## config.mk

```make
export PLATFORM = sky130hd
export DESIGN_NAME = ep_filter_stream
export DESIGN_NICKNAME = d
export VERILOG_FILES = /design/src/rtl/ep_filter_pkg.sv /design/src/rtl/ep_div_stage.sv /design/src/rtl/ep_filter_stream.sv
export SDC_FILE = /design/constraint.sdc
export NUM_CORES = 2
export LEC_CHECK = 0
export ABC_AREA = 1
export CELL_PAD_IN_SITES_DETAIL_PLACEMENT = 1
export CELL_PAD_IN_SITES_GLOBAL_PLACEMENT = 2
export CORE_ASPECT_RATIO = 0.7
export CORE_UTILIZATION = 25
export DETAILED_ROUTE_END_ITERATION = 12
export GPL_ROUTABILITY_DRIVEN = 1
export PLACE_DENSITY_LB_ADDON = 0.1
export SLEW_MARGIN = 30
export SYNTH_ARGS = -nofsm -noshare
export SYNTH_HDL_FRONTEND = slang
export SYNTH_HIERARCHICAL = 1
export SYNTH_SLANG_ARGS = --single-unit
```

## constraint.sdc

```tcl
create_clock -name clk -period 9.7 [get_ports clk]
set_input_delay 1.455 -clock clk [delete_from_list [all_inputs] [get_ports clk]]
set_output_delay 1.455 -clock clk [all_outputs]
set_load 0.05 [all_outputs]
```

## src/rtl/ep_filter_pkg.sv

```systemverilog
// Shared constants and width helpers for the edge-preserving stream filter.
package ep_filter_pkg;

  localparam int unsigned DefPixW = 8;
  localparam int unsigned DefWin  = 3;
  localparam int unsigned DefWgtW = 4;

  function automatic int unsigned clog2(input int unsigned v);
    int unsigned r = 0;
    while ((32'd1 << r) < v) r++;
    return r;
  endfunction

  function automatic int unsigned num_taps(input int unsigned win);
    return win * win;
  endfunction

  function automatic int unsigned centre_idx(input int unsigned win);
    return (win * win - 1) / 2;
  endfunction

  function automatic int unsigned wmax(input int unsigned wgt_w);
    return (32'd1 << wgt_w) - 1;
  endfunction

  // Weight-sum width: WGT_W + clog2(N)
  function automatic int unsigned sw_width(input int unsigned wgt_w, input int unsigned win);
    return wgt_w + clog2(num_taps(win));
  endfunction

  // Product-sum width: PIX_W + WGT_W + clog2(N)
  function automatic int unsigned sp_width(input int unsigned pix_w, input int unsigned wgt_w,
                                           input int unsigned win);
    return pix_w + wgt_w + clog2(num_taps(win));
  endfunction

  // Node count at adder-tree level l (pairwise, odd element passes through)
  function automatic int unsigned lvl_cnt(input int unsigned n, input int unsigned l);
    return (n + (32'd1 << l) - 1) >> l;
  endfunction

  // Offset of level l in the flattened adder-tree node array
  function automatic int unsigned lvl_off(input int unsigned n, input int unsigned l);
    int unsigned acc = 0;
    for (int unsigned j = 0; j < l; j++) acc += lvl_cnt(n, j);
    return acc;
  endfunction

endpackage

```

## src/rtl/ep_div_stage.sv

```systemverilog
// One registered restoring-divider stage: produces one quotient bit, MSB first.
// Remaining dividend bits and the growing quotient share one shift register (dq).
module ep_div_stage #(
  parameter int unsigned REM_W = 8,
  parameter int unsigned Q_W   = 8
) (
  input  logic             clk,
  input  logic             rst_n,
  input  logic             en,
  input  logic [REM_W-1:0] rem_in,
  input  logic [REM_W-1:0] div_in,
  input  logic [Q_W-1:0]   dq_in,
  output logic [REM_W-1:0] rem_out,
  output logic [REM_W-1:0] div_out,
  output logic [Q_W-1:0]   dq_out
);

  logic [REM_W:0]   trial;
  logic [REM_W-1:0] diff;
  logic             ge;
  logic [REM_W-1:0] rem_q, div_q;
  logic [Q_W-1:0]   dq_q;

  // Trial subtraction; diff is only used when it is known to be < divisor
  always_comb begin
    trial = {rem_in, dq_in[Q_W-1]};
    ge    = (trial >= {1'b0, div_in});
    diff  = trial[REM_W-1:0] - div_in;
  end

  // Stage register, frozen while the pipeline is stalled
  always_ff @(posedge clk or negedge rst_n) begin
    if (!rst_n) begin
      rem_q <= '0;
      div_q <= '0;
      dq_q  <= '0;
    end else if (en) begin
      rem_q <= ge ? diff : trial[REM_W-1:0];
      div_q <= div_in;
      dq_q  <= {dq_in[Q_W-2:0], ge};
    end
  end

  assign rem_out = rem_q;
  assign div_out = div_q;
  assign dq_out  = dq_q;

endmodule

```

## src/rtl/ep_filter_stream.sv

```systemverilog
// Streaming edge-preserving smoothing filter with valid/ready flow control.
// Pipeline: weight reg, product reg, A adder levels, PIX_W divider stages, output reg.
module ep_filter_stream
  import ep_filter_pkg::*;
#(
  parameter int unsigned PIX_W = 8,
  parameter int unsigned WIN   = 3,
  parameter int unsigned WGT_W = 4
) (
  input  logic                     clk,
  input  logic                     rst_n,
  input  logic                     in_valid,
  output logic                     in_ready,
  input  logic [WIN*WIN*PIX_W-1:0] in_win,
  input  logic                     in_sof,
  input  logic                     in_eol,
  input  logic [3:0]               thr_shift,
  input  logic                     bypass,
  output logic                     out_valid,
  input  logic                     out_ready,
  output logic [PIX_W-1:0]         out_pix,
  output logic                     out_sof,
  output logic                     out_eol
);

  localparam int unsigned N    = num_taps(WIN);
  localparam int unsigned A    = clog2(N);
  localparam int unsigned SW_W = sw_width(WGT_W, WIN);
  localparam int unsigned SP_W = sp_width(PIX_W, WGT_W, WIN);
  localparam int unsigned WMAX = wmax(WGT_W);
  localparam int unsigned CTR  = centre_idx(WIN);
  localparam int unsigned L    = 3 + A + PIX_W;
  localparam int unsigned TOT  = lvl_off(N, A) + 1;
  localparam int unsigned DS   = A + 2;  // pipeline index of the first divider stage

  logic en;
  assign en       = ~(out_valid & ~out_ready);
  assign in_ready = en;

  logic [PIX_W-1:0] cen;
  logic [PIX_W-1:0] pix_in [N];
  logic [WGT_W-1:0] w_d [N];
  logic [WGT_W-1:0] w_q [N];
  logic [PIX_W-1:0] p_q [N];

  assign cen = in_win[CTR*PIX_W +: PIX_W];

  // Per-tap similarity weight from the shifted absolute difference to the centre
  always_comb begin
    logic [PIX_W-1:0] dif, dsh;
    dif = '0;
    dsh = '0;
    for (int unsigned k = 0; k < N; k++) begin
      pix_in[k] = in_win[k*PIX_W +: PIX_W];
      dif       = (pix_in[k] > cen) ? pix_in[k] - cen : cen - pix_in[k];
      dsh       = dif >> thr_shift;
      w_d[k]    = (32'(dsh) >= WMAX) ? '0 : WGT_W'(WMAX - 32'(dsh));
    end
  end

  // Weight register stage
  always_ff @(posedge clk or negedge rst_n) begin
    if (!rst_n) begin
      for (int unsigned k = 0; k < N; k++) begin
        w_q[k] <= '0;
        p_q[k] <= '0;
      end
    end else if (en) begin
      w_q <= w_d;
      p_q <= pix_in;
    end
  end

  // Flattened adder tree: level 0 holds the products, level A the root
  logic [SW_W-1:0] tw_d [TOT];
  logic [SW_W-1:0] tw_q [TOT];
  logic [SP_W-1:0] tp_d [TOT];
  logic [SP_W-1:0] tp_q [TOT];

  // Products and pairwise sums for every tree level
  always_comb begin
    int unsigned src, dst;
    src  = 0;
    dst  = 0;
    tw_d = tw_q;
    tp_d = tp_q;
    for (int unsigned k = 0; k < N; k++) begin
      tw_d[k] = SW_W'(w_q[k]);
      tp_d[k] = SP_W'(w_q[k]) * SP_W'(p_q[k]);
    end
    for (int unsigned l = 1; l <= A; l++) begin
      for (int unsigned i = 0; i < lvl_cnt(N, l); i++) begin
        src = lvl_off(N, l - 1) + 2 * i;
        dst = lvl_off(N, l) + i;
        if (2 * i + 1 < lvl_cnt(N, l - 1)) begin
          tw_d[dst] = tw_q[src] + tw_q[src+1];
          tp_d[dst] = tp_q[src] + tp_q[src+1];
        end else begin
          tw_d[dst] = tw_q[src];
          tp_d[dst] = tp_q[src];
        end
      end
    end
  end

  // Product register and adder-tree level registers
  always_ff @(posedge clk or negedge rst_n) begin
    if (!rst_n) begin
      for (int unsigned n = 0; n < TOT; n++) begin
        tw_q[n] <= '0;
        tp_q[n] <= '0;
      end
    end else if (en) begin
      tw_q <= tw_d;
      tp_q <= tp_d;
    end
  end

  // Rounded division: dividend = S_p + S_w/2, divisor = S_w
  logic [SP_W-1:0]  dividend;
  logic             ovf;
  logic [SW_W-1:0]  rem [PIX_W+1];
  logic [SW_W-1:0]  dv  [PIX_W+1];
  logic [PIX_W-1:0] dq  [PIX_W+1];

  assign dividend = tp_q[TOT-1] + SP_W'(tw_q[TOT-1] >> 1);
  assign rem[0]   = dividend[SP_W-1:PIX_W];
  assign dq[0]    = dividend[PIX_W-1:0];
  assign dv[0]    = tw_q[TOT-1];
  // Quotient would not fit in PIX_W bits; cannot happen for a true weighted mean
  assign ovf      = (rem[0] >= dv[0]);

  for (genvar j = 0; j < int'(PIX_W); j++) begin : g_div
    ep_div_stage #(
      .REM_W (SW_W),
      .Q_W   (PIX_W)
    ) u_stage (
      .clk     (clk),
      .rst_n   (rst_n),
      .en      (en),
      .rem_in  (rem[j]),
      .div_in  (dv[j]),
      .dq_in   (dq[j]),
      .rem_out (rem[j+1]),
      .div_out (dv[j+1]),
      .dq_out  (dq[j+1])
    );
  end

  // Valid/sideband chain travelling alongside the datapath
  logic             vld_q  [L];
  logic             sof_q  [L];
  logic             eol_q  [L];
  logic             byp_q  [L-1];
  logic             sat_q  [L-1];
  logic [PIX_W-1:0] cpix_q [L-1];
  logic [PIX_W-1:0] out_pix_q;

  // Shift the sideband chain one stage per un-stalled cycle
  always_ff @(posedge clk or negedge rst_n) begin
    if (!rst_n) begin
      for (int unsigned s = 0; s < L; s++) begin
        vld_q[s] <= 1'b0;
        sof_q[s] <= 1'b0;
        eol_q[s] <= 1'b0;
      end
      for (int unsigned s = 0; s < L - 1; s++) begin
        byp_q[s]  <= 1'b0;
        sat_q[s]  <= 1'b0;
        cpix_q[s] <= '0;
      end
    end else if (en) begin
      vld_q[0]  <= in_valid;
      sof_q[0]  <= in_valid & in_sof;
      eol_q[0]  <= in_valid & in_eol;
      byp_q[0]  <= bypass;
      sat_q[0]  <= 1'b0;
      cpix_q[0] <= cen;
      for (int unsigned s = 1; s < L; s++) begin
        vld_q[s] <= vld_q[s-1];
        sof_q[s] <= sof_q[s-1];
        eol_q[s] <= eol_q[s-1];
      end
      for (int unsigned s = 1; s < L - 1; s++) begin
        byp_q[s]  <= byp_q[s-1];
        sat_q[s]  <= (s == DS) ? ovf : sat_q[s-1];
        cpix_q[s] <= cpix_q[s-1];
      end
    end
  end

  // Output register: bypass, saturate or quotient
  always_ff @(posedge clk or negedge rst_n) begin
    if (!rst_n) begin
      out_pix_q <= '0;
    end else if (en) begin
      if (byp_q[L-2]) begin
        out_pix_q <= cpix_q[L-2];
      end else if (sat_q[L-2]) begin
        out_pix_q <= '1;
      end else begin
        out_pix_q <= dq[PIX_W];
      end
    end
  end

  assign out_valid = vld_q[L-1];
  assign out_sof   = sof_q[L-1];
  assign out_eol   = eol_q[L-1];
  assign out_pix   = out_pix_q;

endmodule

```

# Yosys cells after proc, flatten, opt, wreduce, memory -nomap -nowiden
# Index checks and enable logic that the tools add are counted.
op_classes:
  addsub: 50
  shift: 9
  magnitude_cmp: 26
  bitwise_logic: 5
  n_mux: 26
  n_mul: 9
op_table:
  columns: ["cell", "count"]
  rows:
  - ["8-bit subtractor", 24]
  - ["8-bit 2-to-1 mux", 17]
  - ["4-bit by 8-bit multiplier with 12-bit output", 9]
  - ["8-bit by 4-bit >= comparator with 1-bit output, second input constant", 9]
  - ["9-bit by 8-bit >= comparator with 1-bit output", 8]
  - ["8-bit by 4-bit right shift with 8-bit output", 9]
  - ["8-bit > comparator", 8]
  - ["12-bit by 12-bit adder with 13-bit output", 4]
  - ["16-bit adder", 3]
  - ["4-bit 2-to-1 mux", 9]
  - ["4-bit subtractor, first input constant", 9]
  - ["8-bit adder", 3]
  - ["4-bit by 4-bit adder with 5-bit output", 4]
  - ["16-bit by 12-bit adder with 16-bit output", 1]
  - ["16-bit by 7-bit adder with 16-bit output", 1]
  - ["8-bit by 4-bit adder with 8-bit output", 1]
  - ["8-bit >= comparator", 1]
  - ["1-bit bitwise AND", 3]
  - ["1-bit inverter", 2]
totals:
  elab_cells: 286
  inputBits: 83
  regBits: 847
  out_inout_bits: 12

# Longest topological paths before layout
depth:
  ltp_word: 5
  mapped_depth: 23
  depth_no_buf: 22

# Cells and area by module
# Netlist, hierarchy kept.
by_module_without_submodules:
  columns: ["module", "instances", "seq_area_each_um2", "cells_each", "area_per_inst_um2"]
  rows:
  - ["ep_filter_stream", 1, 15790.1, 6297, 45762.6]
  - ["ep_div_stage", 8, 600.6, 191, 1460.2]

# Worst setup path after synthesis
# No wires, ideal clock.
synth_timing:
  path_kind: "input to output"
  startpoint: "input out_ready"
  endpoint: "output in_ready"
  arrival_time_ns: 2.823
  cell_stages: 5
  required_ns: 8.245
  n_path_buf: 3
  slack_ns: 5.422
  path_cell_list: "nor2_1 -> buf_2 -> clkinv_1 -> clkbuf_1 -> clkbuf_1"
synth_between:
  elab_chain_len: 3
synth_lines:
  columns: ["element", "line", "source"]
  rows:
  - ["start, declared", "ep_filter_stream.sv:20", "input logic out_ready,"]
  - ["1-bit inverter", "ep_filter_stream.sv:37", "assign en = ~(out_valid & ~out_ready);"]
  - ["1-bit bitwise AND", "ep_filter_stream.sv:37", null]
  - ["1-bit inverter", "ep_filter_stream.sv:37", null]
  - ["end, declared", "ep_filter_stream.sv:13", "output logic in_ready,"]
# No other way between the ends.

# Worst setup path in the final report
layout_timing:
  startpoint: "input in_win[38]"
  endpoint: "register w_q, in the netlist tw_d[99]"
layout_between:
  elab_chain_len: 5
  elab_cells_between_ends: 8
  cone_classes: "add/sub: 3; order compare: 2; shift: 1; mux: 2"
layout_lines:
  columns: ["element", "line", "source"]
  rows:
  - ["start, declared", "ep_filter_stream.sv:14", "input logic [WIN*WIN*PIX_W-1:0] in_win,"]
  - ["8-bit subtractor or 8-bit > comparator (tied branches)", "ep_filter_stream.sv:55", "dif = (pix_in[k] > cen) ? pix_in[k] - cen : cen - pix_in[k];"]
  - ["8-bit 2-to-1 mux *", "ep_filter_stream.sv:55", null]
  - ["8-bit by 4-bit right shift with 8-bit output *", "ep_filter_stream.sv:56", "dsh = dif >> thr_shift;"]
  - ["8-bit by 4-bit >= comparator with 1-bit output or 4-bit subtractor (tied branches)", "ep_filter_stream.sv:57", "w_d[k] = (32'(dsh) >= WMAX) ? '0 : WGT_W'(WMAX - 32'(dsh));"]
  - ["4-bit 2-to-1 mux *", "ep_filter_stream.sv:57", null]
  - ["end signal, assigned", "ep_filter_stream.sv:69", "w_q <= w_d;"]
  - ["end, declared", "ep_filter_stream.sv:43", "logic [WGT_W-1:0] w_q [N];"]
# Mark *: on every way between the ends. The rest lies on a longest branch, timed or not.
# A chain may end at the register's enable or synchronous reset.

==> impl_results.md <==
* Result of the run: complete, no violations
* Via count of the first global-routing pass at 50600
* Total Nets Final at 8408
* Portion of the clock cycle consumed by the worst path in the final layout at 50.1%
* Post-detailed-route via-to-cell ratio at 4.45
* Mapped Cells at 7718
* Core box area at 0.224 mm^2
* Worst slew slack as a fraction of its limit at 34.5%
* Count of pins over their slew limit at 0
* Post-route met1 wirelength at 106000 um
* Number of buffers inserted by hold repair at cts at 0
* First-pass GRT wire length at 303000 um
* Die Outline Area at 0.228 mm^2
* Number of filler cells placed in the layout at 27100
* CP startpoint kind: primary input
* Pwr dens at 365 mW/mm^2
* Area growth from synthesis to final layout at 13.2%
* Final global-route overflow total at 0
* Length of the first detailed-routing pass in iterations at 5
* Wire length per cell after detailed routing at 17.6 um
* Ports placed on the boundary at 95
* Length of routed met2 wiring at 75300 um
* Insertion delay of the later-clocked pin in the worst-skew pair at 0.71 ns
* Arrival time of the worst setup path at 5.44 ns
* CTS tree: yes
* Max-cap violations at 0
* Required time of the critical path at 10.28 ns
* Die span in y at 400 um
* Leakage power of the design at 0.0345 uW
* Die width at 571 um
* Register Area at 0.0202 mm^2
* Hold crit path type: reg2reg
* Maximum net fanout on the critical path at 9
* Antenna violations before repair at 13
* Drt initial violations at 2657
* Multi-input combinational cell area at 0.0313 mm^2
* Actual slew at the worst max-slew pin at 0.982 ns
* Met3 wire length at 5280 um
* Final setup skew at 0.0277 ns
* Clock-pin slew of the registers on the worst-case setup and hold paths at 0.06 ns
* Half-perimeter wire length after detailed placement at 144000 um
* Top routing layer in use: met4
* Nets in the synthesized netlist at 8431
* Clock tree sinks at 807
* Residual DRC at 0
* Input/output buffers at 94
* Number of buffers between clock root and the deepest sink at 3
* Overall routed net length at 190000 um
* Number of H-tree levels at 3
* Number of setup violations in the final report at 0
* Final setup TNS at 0 ns
* Post-CTS setup buffers at 0
* Fraction of final layout cells with drive strength greater than 1 at 4.90%
* Kind of critical path: in2reg
* Overall Global Routing Usage at 17.0%
* Fin Hold WS at 0.456 ns
* Initial core utilization at 25.3%
* Pin count of the biggest net entering global routing at 175
* Minimum period implied by the final worst setup slack at 4.86 ns
* Worst R2R Setup Slack at 5.58 ns
* Number of rows created at floorplan at 145
* Hold violation count in the final report at 0
* R2R Path Start: dv[65]
* CTS root buf: sky130_fd_sc_hd__clkbuf_16
* Beginning of the critical path: in_win[38]
* Unrepaired setup endpoints after global routing: no
* TritonCTS Buffers at 96
* Syn avg cell area at 7.33 um^2
* Post-cts repair resize count at 0
* Highest ir drop seen on vdd at 0.138 mV
* Mapped cell area at 0.0566 mm^2
* Beginning of the worst hold path: vld_q[1]
* Peak Freq at 206 MHz
* Crit. End Element: flop
* Synth Warn # at 6
* Total number of vias at 48000
* Global placement routability congestion at 0.815
* ANT nets after route at 0
-- registers in the layout (all words and copies together) (netlist names), 14 cells and up --
name	count
byp_q	14
cpix_q	104
eol_q	14
g_div.u_stage/div_out	56
g_div.u_stage/dq_out	64
g_div.u_stage/rem_out	56
p_q	72
sof_q	14
tp_d	36
tp_q	219
tw_d	45
tw_q	72
vld_q	14
-- path summary, 6_finish.rpt --
kind	endpoint	cells after the start
setup / recovery	tw_d[99]	20
hold / removal	out_valid	2
setup reg to reg	g_div[0].u_stage/rem_out[0]	20
hold reg to reg	out_valid	2
max in group asynchronous	p_q[13]	4
min in group asynchronous	g_div[6].u_stage/rem_out[7]	1
-- area by class of cell --
| type | count | area share [%] |
|---|---|---|
| inverters | 1064 | 6.24 |
| diodes | 2 | 0.00781 |
| clock buffers | 126 | 4.18 |
| repair buffers | 142 | 2.20 |
| well taps | 3013 | 5.88 |
| multi-input cells | 5584 | 48.8 |
| flip-flops and latches | 807 | 31.5 |
| clock inverters | 49 | 1.17 |
-- report_power, final --
part	internal, uW	switching (uW)
clock	2400	1630
combinational	4780	8060
sequential	5030	1470
total	12200	11200
-- worst max-delay path, cell delays in order --
cell	delay [ns]
sky130_fd_sc_hd__clkdlybuf4s50_1	0.45
sky130_fd_sc_hd__buf_4	0.28
sky130_fd_sc_hd__clkinv_1	0.80
sky130_fd_sc_hd__ha_1	0.71
sky130_fd_sc_hd__nand2_1	0.18
sky130_fd_sc_hd__inv_1	0.05
sky130_fd_sc_hd__a21oi_1	0.26
sky130_fd_sc_hd__nand2_4	0.13
sky130_fd_sc_hd__nand2_4	0.13
sky130_fd_sc_hd__inv_2	0.07
sky130_fd_sc_hd__nand2_1	0.09
sky130_fd_sc_hd__nand3_1	0.10
sky130_fd_sc_hd__nand2_1	0.14
sky130_fd_sc_hd__nand2_1	0.06
sky130_fd_sc_hd__nand2_1	0.08
sky130_fd_sc_hd__nand3_1	0.10
sky130_fd_sc_hd__nor2_1	0.10
sky130_fd_sc_hd__nand2_1	0.08
sky130_fd_sc_hd__nand3_1	0.07
sky130_fd_sc_hd__nand2_1	0.05
-- per-stage QoR --
| stage | cell area, um^2 | setup slack [ns] | util (%) | std cells | total power (uW) |
|---|---|---|---|---|---|
| floorplan | 56600 | 5.42 | - | 7718 | 15600 |
| finish | 64100 | 4.84 | 28.6 | 10800 | 23400 |
| global route | 64100 | 4.48 | 28.6 | 10800 | 26300 |
| detailed placement | 60600 | 4.50 | 27.1 | 10600 | 19700 |
| CTS | 64100 | 4.88 | 28.6 | 10800 | 24000 |
| global placement | 60600 | 4.44 | 27.0 | 10600 | 19600 |
-- routing by layer --
metal	up-vias	global-route usage, %
li1	24000	-
met1	23400	26.8
met2	447	24.6
met3	139	1.92
met4	0	2.74
met5	-	0
-- placed cells by master, fill, tap and decap left out, drive strengths merged, types with 20 or more instances in the layout --
master	n
xor2	90
nand3b	58
dfrtp	807
or2	30
a31oi	24
o21ai	421
clkdlybuf4s50	90
nand2	3103
clkinv	29
a21oi	235
ha	481
nor2	273
clkbuf	126
buf	52
inv	1060
nand3	525
nand4	61
xnor2	46
nor3	20
fa	149
Power figures use the tool's default switching activity.
